$ cat src/rtl/digit_serial_adder.sv
// digit_serial_adder: multi-cycle adder, DIGIT bits per clock through a
// ripple of full-adder cells, with a registered carry between digits.
// Valid/ready handshake on both sides.
// Optional feature macro: SUB_MODE_EN adds the 'sub' port (A - B - cin).
module digit_serial_adder #(
  parameter int WIDTH = 32,
  parameter int DIGIT = 4
) (
  input  logic             clk,
  input  logic             rst_n,
  input  logic             in_valid,
  output logic             in_ready,
  input  logic [WIDTH-1:0] a,
  input  logic [WIDTH-1:0] b,
  input  logic             cin,
`ifdef SUB_MODE_EN
  input  logic             sub,
`endif
  output logic             out_valid,
  input  logic             out_ready,
  output logic [WIDTH-1:0] sum,
  output logic             cout,
  output logic             ovf
);

  localparam int N  = WIDTH / DIGIT;
  localparam int CW = (N > 1) ? $clog2(N) : 1;

  typedef enum logic [1:0] {IDLE, RUN, DONE} state_t;

  state_t           state_q, state_d;
  logic [WIDTH-1:0] a_q, a_d, b_q, b_d, acc_q, acc_d;
  logic [WIDTH-1:0] sum_q, sum_d, acc_sh;
  logic             carry_q, carry_d, cout_q, cout_d, ovf_q, ovf_d;
  logic [CW-1:0]    cnt_q, cnt_d;
  logic             last;

  // Operand B and initial carry as loaded on accept
  logic [WIDTH-1:0] b_in;
  logic             cin_in;
`ifdef SUB_MODE_EN
  assign b_in   = sub ? ~b : b;
  assign cin_in = sub ? ~cin : cin;
`else
  assign b_in   = b;
  assign cin_in = cin;
`endif

  // Operands shift right each digit, so the current digit is always the low slice
  logic [DIGIT-1:0] da, db, ds;
  logic [DIGIT:0]   c;
  assign da   = a_q[DIGIT-1:0];
  assign db   = b_q[DIGIT-1:0];
  assign c[0] = carry_q;

  for (genvar i = 0; i < DIGIT; i++) begin : g_fa
    assign ds[i]  = da[i] ^ db[i] ^ c[i];
    assign c[i+1] = (da[i] & db[i]) | (c[i] & (da[i] ^ db[i]));
  end

  // New digit enters at the top; after N digits the register holds the full sum
  assign acc_sh = WIDTH'({ds, acc_q} >> DIGIT);
  assign last   = (cnt_q == CW'(N - 1));

  // State register
  always_ff @(posedge clk) begin
    if (!rst_n) state_q <= IDLE;
    else        state_q <= state_d;
  end

  // Next-state logic
  always_comb begin
    state_d = state_q;
    case (state_q)
      IDLE:    if (in_valid)  state_d = RUN;
      RUN:     if (last)      state_d = DONE;
      DONE:    if (out_ready) state_d = IDLE;
      default:                state_d = IDLE;
    endcase
  end

  // Handshake outputs decoded from state
  always_comb begin
    in_ready  = (state_q == IDLE);
    out_valid = (state_q == DONE);
  end

  // Datapath next-state: capture on accept, one digit per RUN edge
  always_comb begin
    a_d     = a_q;
    b_d     = b_q;
    carry_d = carry_q;
    cnt_d   = cnt_q;
    acc_d   = acc_q;
    sum_d   = sum_q;
    cout_d  = cout_q;
    ovf_d   = ovf_q;
    case (state_q)
      IDLE: if (in_valid) begin
        a_d     = a;
        b_d     = b_in;
        carry_d = cin_in;
        cnt_d   = '0;
      end
      RUN: begin
        a_d     = a_q >> DIGIT;
        b_d     = b_q >> DIGIT;
        carry_d = c[DIGIT];
        cnt_d   = cnt_q + CW'(1);
        acc_d   = acc_sh;
        if (last) begin
          sum_d  = acc_sh;
          cout_d = c[DIGIT];
          ovf_d  = c[DIGIT] ^ c[DIGIT-1];
        end
      end
      default: ;
    endcase
  end

  // Datapath registers; reset discards any in-flight operation
  always_ff @(posedge clk) begin
    if (!rst_n) begin
      a_q     <= '0;
      b_q     <= '0;
      acc_q   <= '0;
      carry_q <= 1'b0;
      cnt_q   <= '0;
      sum_q   <= '0;
      cout_q  <= 1'b0;
      ovf_q   <= 1'b0;
    end else begin
      a_q     <= a_d;
      b_q     <= b_d;
      acc_q   <= acc_d;
      carry_q <= carry_d;
      cnt_q   <= cnt_d;
      sum_q   <= sum_d;
      cout_q  <= cout_d;
      ovf_q   <= ovf_d;
    end
  end

  assign sum  = sum_q;
  assign cout = cout_q;
  assign ovf  = ovf_q;

endmodule

$ cat config.mk
export PLATFORM = sky130hd
export DESIGN_NAME = digit_serial_adder
export DESIGN_NICKNAME = d
export VERILOG_FILES = /design/src/rtl/digit_serial_adder.sv
export SDC_FILE = /design/constraint.sdc
export NUM_CORES = 1
export LEC_CHECK = 0
export CAP_MARGIN = 10
export CORE_UTILIZATION = 35
export CTS_CLUSTER_SIZE = 16
export DETAILED_ROUTE_END_ITERATION = 6
export HOLD_SLACK_MARGIN = 0.12
export PLACE_DENSITY = 0.63
export SLEW_MARGIN = 40
export SYNTH_ARGS = -nofsm -noshare
export SYNTH_HDL_FRONTEND = slang
export SYNTH_SLANG_ARGS = --single-unit
$ cat constraint.sdc
create_clock -name clk -period 3.4 [get_ports clk]
set_clock_uncertainty 0.15 [all_clocks]
set_input_delay 0.34 -clock clk [delete_from_list [all_inputs] [get_ports clk]]
set_output_delay 0.34 -clock clk [all_outputs]
set_load 0.01 [all_outputs]
Word-level counts from Yosys, hierarchy flattened. Cells that the tools add are included.

Input bits: 69. Flip-flop bits (word level): 136.

Reductions and logical operators: 5. Eq/ne operators: 6. Mux-type cells: 12. Bitwise operators: 21. Add/sub/neg operators: 1.

Operators with widths (number): $pmux 32 s2 (2); $mux 32 (2); $xor 1x1->1 (9); $and 1x1->1 (8); $mux 2 (3); $pmux 2 s3 (1); $pmux 3 s2 (1); $ne 2x2->1 const B (2); $or 1x1->1 (4); $reduce_and 2->1 (2); $add 3x1->3 const B (1); $eq 3x3->1 const B (1); $mux 3 (1); $reduce_and 3->1 (1); $eq 2x1->1 const B (1); $eq 2x2->1 const B (1); $logic_not 2->1 (1); $ne 2x1->1 const B (1); $pmux 1 s2 (1); $reduce_bool 2->1 (1); $mux 1 (1).

Longest topological paths before layout.
Depth after elaboration: 10. Mapped depth: 10. Mapped depth without buffers: 10.

Least setup slack after synthesis. Ideal clock, no wire load.

Kind: flip-flop to flip-flop. Start point: register a_q[0]. End point: register sum_q[31], in the netlist sum[31]. Cell stages (with the launch flop): 10. Path slack: 1164 ps. Arrival: 2027 ps. Setup time: 58 ps. Required time: 3192 ps. Path through: dfxtp_1 fa_1 inv_1 fa_1 inv_1 fa_1 inv_1 fa_1 nand2_1 o211a_1.

Word-level cells in the longest chain between the ends: 8. Elaborated cells between the ends (all ways): 9. Classes of those cells: bitwise (9).

Ends and longest elaborated chain: start: declaration (line 32) `logic [WIDTH-1:0] a_q, a_d, b_q, b_d, acc_q, acc_d;`; start signal: assignment (line 124) `a_q <= '0;`; start signal: assignment (line 133) `a_q <= a_d;`; $xor 1x1->1 (line 58) `assign c[i+1] = (da[i] & db[i]) | (c[i] & (da[i] ^ db[i]));`; $and 1x1->1 (line 58); $or 1x1->1 (*) (line 58); $and 1x1->1 (*) (line 58); $or 1x1->1 (*) (line 58); $and 1x1->1 (*) (line 58); $or 1x1->1 (*) (line 58); $xor 1x1->1 (*) (line 57) `assign ds[i] = da[i] ^ db[i] ^ c[i];`; end signal: assignment (line 138) `sum_q <= sum_d;`; end: declaration (line 33) `logic [WIDTH-1:0] sum_q, sum_d, acc_sh;`.

Mark *: on every way between the ends. The rest lies on a longest branch, timed or not. A chain may end at the register's enable or synchronous reset.

Worst setup path after layout. Ends and elaborated chain as after synthesis.

==> out/summary.log <==
qor: setup_path.critPathCaptureType flip-flop
qor: place.dpl_ws 1.08 ns
qor: clock_network.cts.repair.resized 0
qor: logic_synthesis.netlist_area 5410 um2
qor: logic_synthesis.syn-instance-count 532
qor: setup_path.worst_ep_arrival_time 2.54 ns
qor: global_route.globalRouteOverflowTotal 0
qor: sta.timing.final.max_slew_violations 0
qor: setup_path.required 3.61 ns
qor: floorplan.coreArea 15100 um2
qor: route.drt_iter0_markers 210
qor: clock_network.path_clk_slew 0.05 ns
qor: floorplan.fp.dieArea 15900 um2
qor: sta.worstMarginPinSlew 0.801 ns
qor: floorplan.rows 45
qor: setup_path.startpoint_type flip-flop
qor: global_route.via_count_of_the_first_global_routing_pass 4184
qor: logic_synthesis.yosysWarnings 0
qor: route.via_per_inst 5.05
qor: clock_network.numClockSinks 132
qor: layout.final_common_cell sky130_fd_sc_hd__dfxtp_1
qor: logic_synthesis.synth-seq-area-share 48.9%
qor: global_route.maximum_number_of_pins_on_one_net_before_global_route_repair 108
qor: floorplan.die_y 126 um
qor: global_route.antenna_found_initial 0
qor: route.num_vias 4103
qor: sta.finalWorstSetupSlack 1.06 ns
qor: clock_network.post-cts-setup-buffer-count 0
qor: route.drt_first_pass_iters 6
qor: outcome.status completed
qor: logic_synthesis.avg_cell_area_syn 10.2 um2
qor: route.wl 12000 um
qor: layout.antenna-diode-count 0
qor: route.postRouteAntennaNets 0
qor: layout.finalNetCount 688
qor: pwr.power_density 548 nW/um2
qor: place.port_buffers 104
qor: clock_network.htree_num_levels 4
qor: floorplan.initial_utilization 35.7%
qor: sta.holdWs 0.301 ns
qor: clock_network.cts_hold_fix_bufs 0
qor: clock_network.clock_tree_buf_depth 2
qor: pwr.total_leakage_power 2.56 nW
qor: logic_synthesis.synth_nets 607
qor: logic_synthesis.ys_ff_latch 132
qor: pwr.peakVddDrop 0.370 mV
qor: place.hpwlAfterDp 7670 um
qor: layout.areaGrowthSynthToFinish 30.0%
qor: sta.timing.fmax 428 MHz
qor: clock_network.clock_latency 0.42 ns
qor: setup_path.worstSetupPathType reg2reg
qor: sta.tns 0 ns
qor: layout.final_cell_mix 132 x sky130_fd_sc_hd__dfxtp_1, 119 x sky130_fd_sc_hd__nand2_1, 103 x sky130_fd_sc_hd__clkdlybuf4s50_1
qor: place.gp_congestion 0.730
qor: sta.count_of_final_setup_violators 0
qor: clock_network.tritoncts_clock_tree built
qor: sta.max_slew_margin 46.6%
qor: sta.final.period_utilization 68.7%
qor: clock_network.clock-root-buffer sky130_fd_sc_hd__clkbuf_16
qor: layout.final_layout_size_suffix_gt1_share 15.4%
qor: route.routed_wire_length_per_instance 14.8 um
qor: sta.period_minus_slack 2.34 ns
qor: global_route.grt_pass1_wl 20000 um
qor: floorplan.design.portCount 105
qor: worst_hold_path.hold_path.class reg2reg
qor: sta.timing_hold_violations_final 0
qor: setup_path.critical_path.max_fanout 2
qor: logic_synthesis.synth.distinct_cells 31
qor: clock_network.tritoncts.num_buffers 17
qor: pwr.finalPower 3.85 mW
qor: layout.finish.utilization 46.4%
qor: floorplan.fp.dieW 126 um
qor: route.drc_errors 0
qor: global_route.grt_overall_usage 15.9%
qor: sta.grt_setup_unrepaired false
qor: run.maxCapViolations 0
==> layer usage <==
layer  GRT usage (%)  wire, um
met1            19.2      5830
met5               0         0
met2            25.6      5370
met4            7.02       198
met3            5.31       621
==> sequential cells by signal (all words and copies together) (netlist names) <==
name     cells
a_q         32
state_q      2
b_q         32
carry_q      1
cout         1
acc_q       28
sum         32
ovf          1
cnt_q        3
==> worst max-delay path: stages (launching register included) <==
cell                      delay [ns]
sky130_fd_sc_hd__dfxtp_1        0.33
sky130_fd_sc_hd__fa_1           0.41
sky130_fd_sc_hd__inv_1          0.07
sky130_fd_sc_hd__fa_1           0.15
sky130_fd_sc_hd__inv_1          0.05
sky130_fd_sc_hd__fa_1           0.39
sky130_fd_sc_hd__inv_1          0.08
sky130_fd_sc_hd__fa_1           0.42
sky130_fd_sc_hd__nand2_1        0.08
sky130_fd_sc_hd__o211a_1        0.14
==> final cells by class <==
class | count | area, um2
Fill cell | 1440 | 8120
Sequential cell | 132 | 2640
Multi-Input combinational cell | 338 | 2400
Timing Repair Buffer | 112 | 1110
Clock buffer | 28 | 527
Tap cell | 188 | 235
Clock inverter | 3 | 65.1
Inverter | 12 | 45.0
==> cells by family (layout without fill, tap and decap cells) <==
group,count (synthesis),count (layout),synth area share [%]
fa+ha+maj,6,6,1.94
simple gates,140,140,11.1
mux,2,2,0.370
xor+xnor,1,1,0.162
flops,132,132,48.9
buf+inv,62,155,6.90
compound gates,189,189,30.6
==> stage by stage <==
stage / instances / cell area (um2)
after detailed placement: 782 / 6440
after global routing: 813 / 7030
after CTS: 813 / 7030
after global placement: 780 / 6400
final: 813 / 7030
after floorplan: 532 / 5410
==> path summary, 6_finish.rpt <==
path | start | endpoint | slack, ns | cells past startpoint
setup / recovery | a_q[0] | sum[31] | 1.06 | 9
hold / removal | sum[18] | sum[18] | 0.30 | 2
setup reg to reg | a_q[0] | sum[31] | 1.06 | 9
hold reg to reg | sum[18] | sum[18] | 0.30 | 2
==> report_power, final <==
part	switching (mW)	leakage, nW	total [mW]	internal (mW)
clock network	0.633	0.291	1.83	1.19
registers	0.0480	1.08	1.67	1.62
logic	0.154	1.19	0.353	0.199
total	0.835	2.56	3.85	3.02
==> cells in the mapped netlist, drive strengths merged <==
master / instances / share of area, %
a21boi: 58 / 8.1
a221oi: 4 / 1.1
a22oi: 10 / 1.4
and2: 1 / 0.12
and3b: 1 / 0.16
buf: 38 / 5.2
clkbuf: 12 / 0.83
dfxtp: 132 / 49
fa: 4 / 1.5
ha: 2 / 0.46
inv: 12 / 0.83
mux2i: 2 / 0.37
nand2: 120 / 8.3
nand2b: 1 / 0.25
nand3b: 1 / 0.14
nor2: 1 / 0.21
nor2b: 13 / 1.5
nor3b: 2 / 0.37
o211a: 5 / 0.93
o21a: 53 / 7.4
o21ai: 4 / 0.37
o21ba: 1 / 0.19
o21bai: 1 / 0.21
o221a: 53 / 11
xnor2: 1 / 0.16
Note: power is estimated with default switching activity, not from simulation.
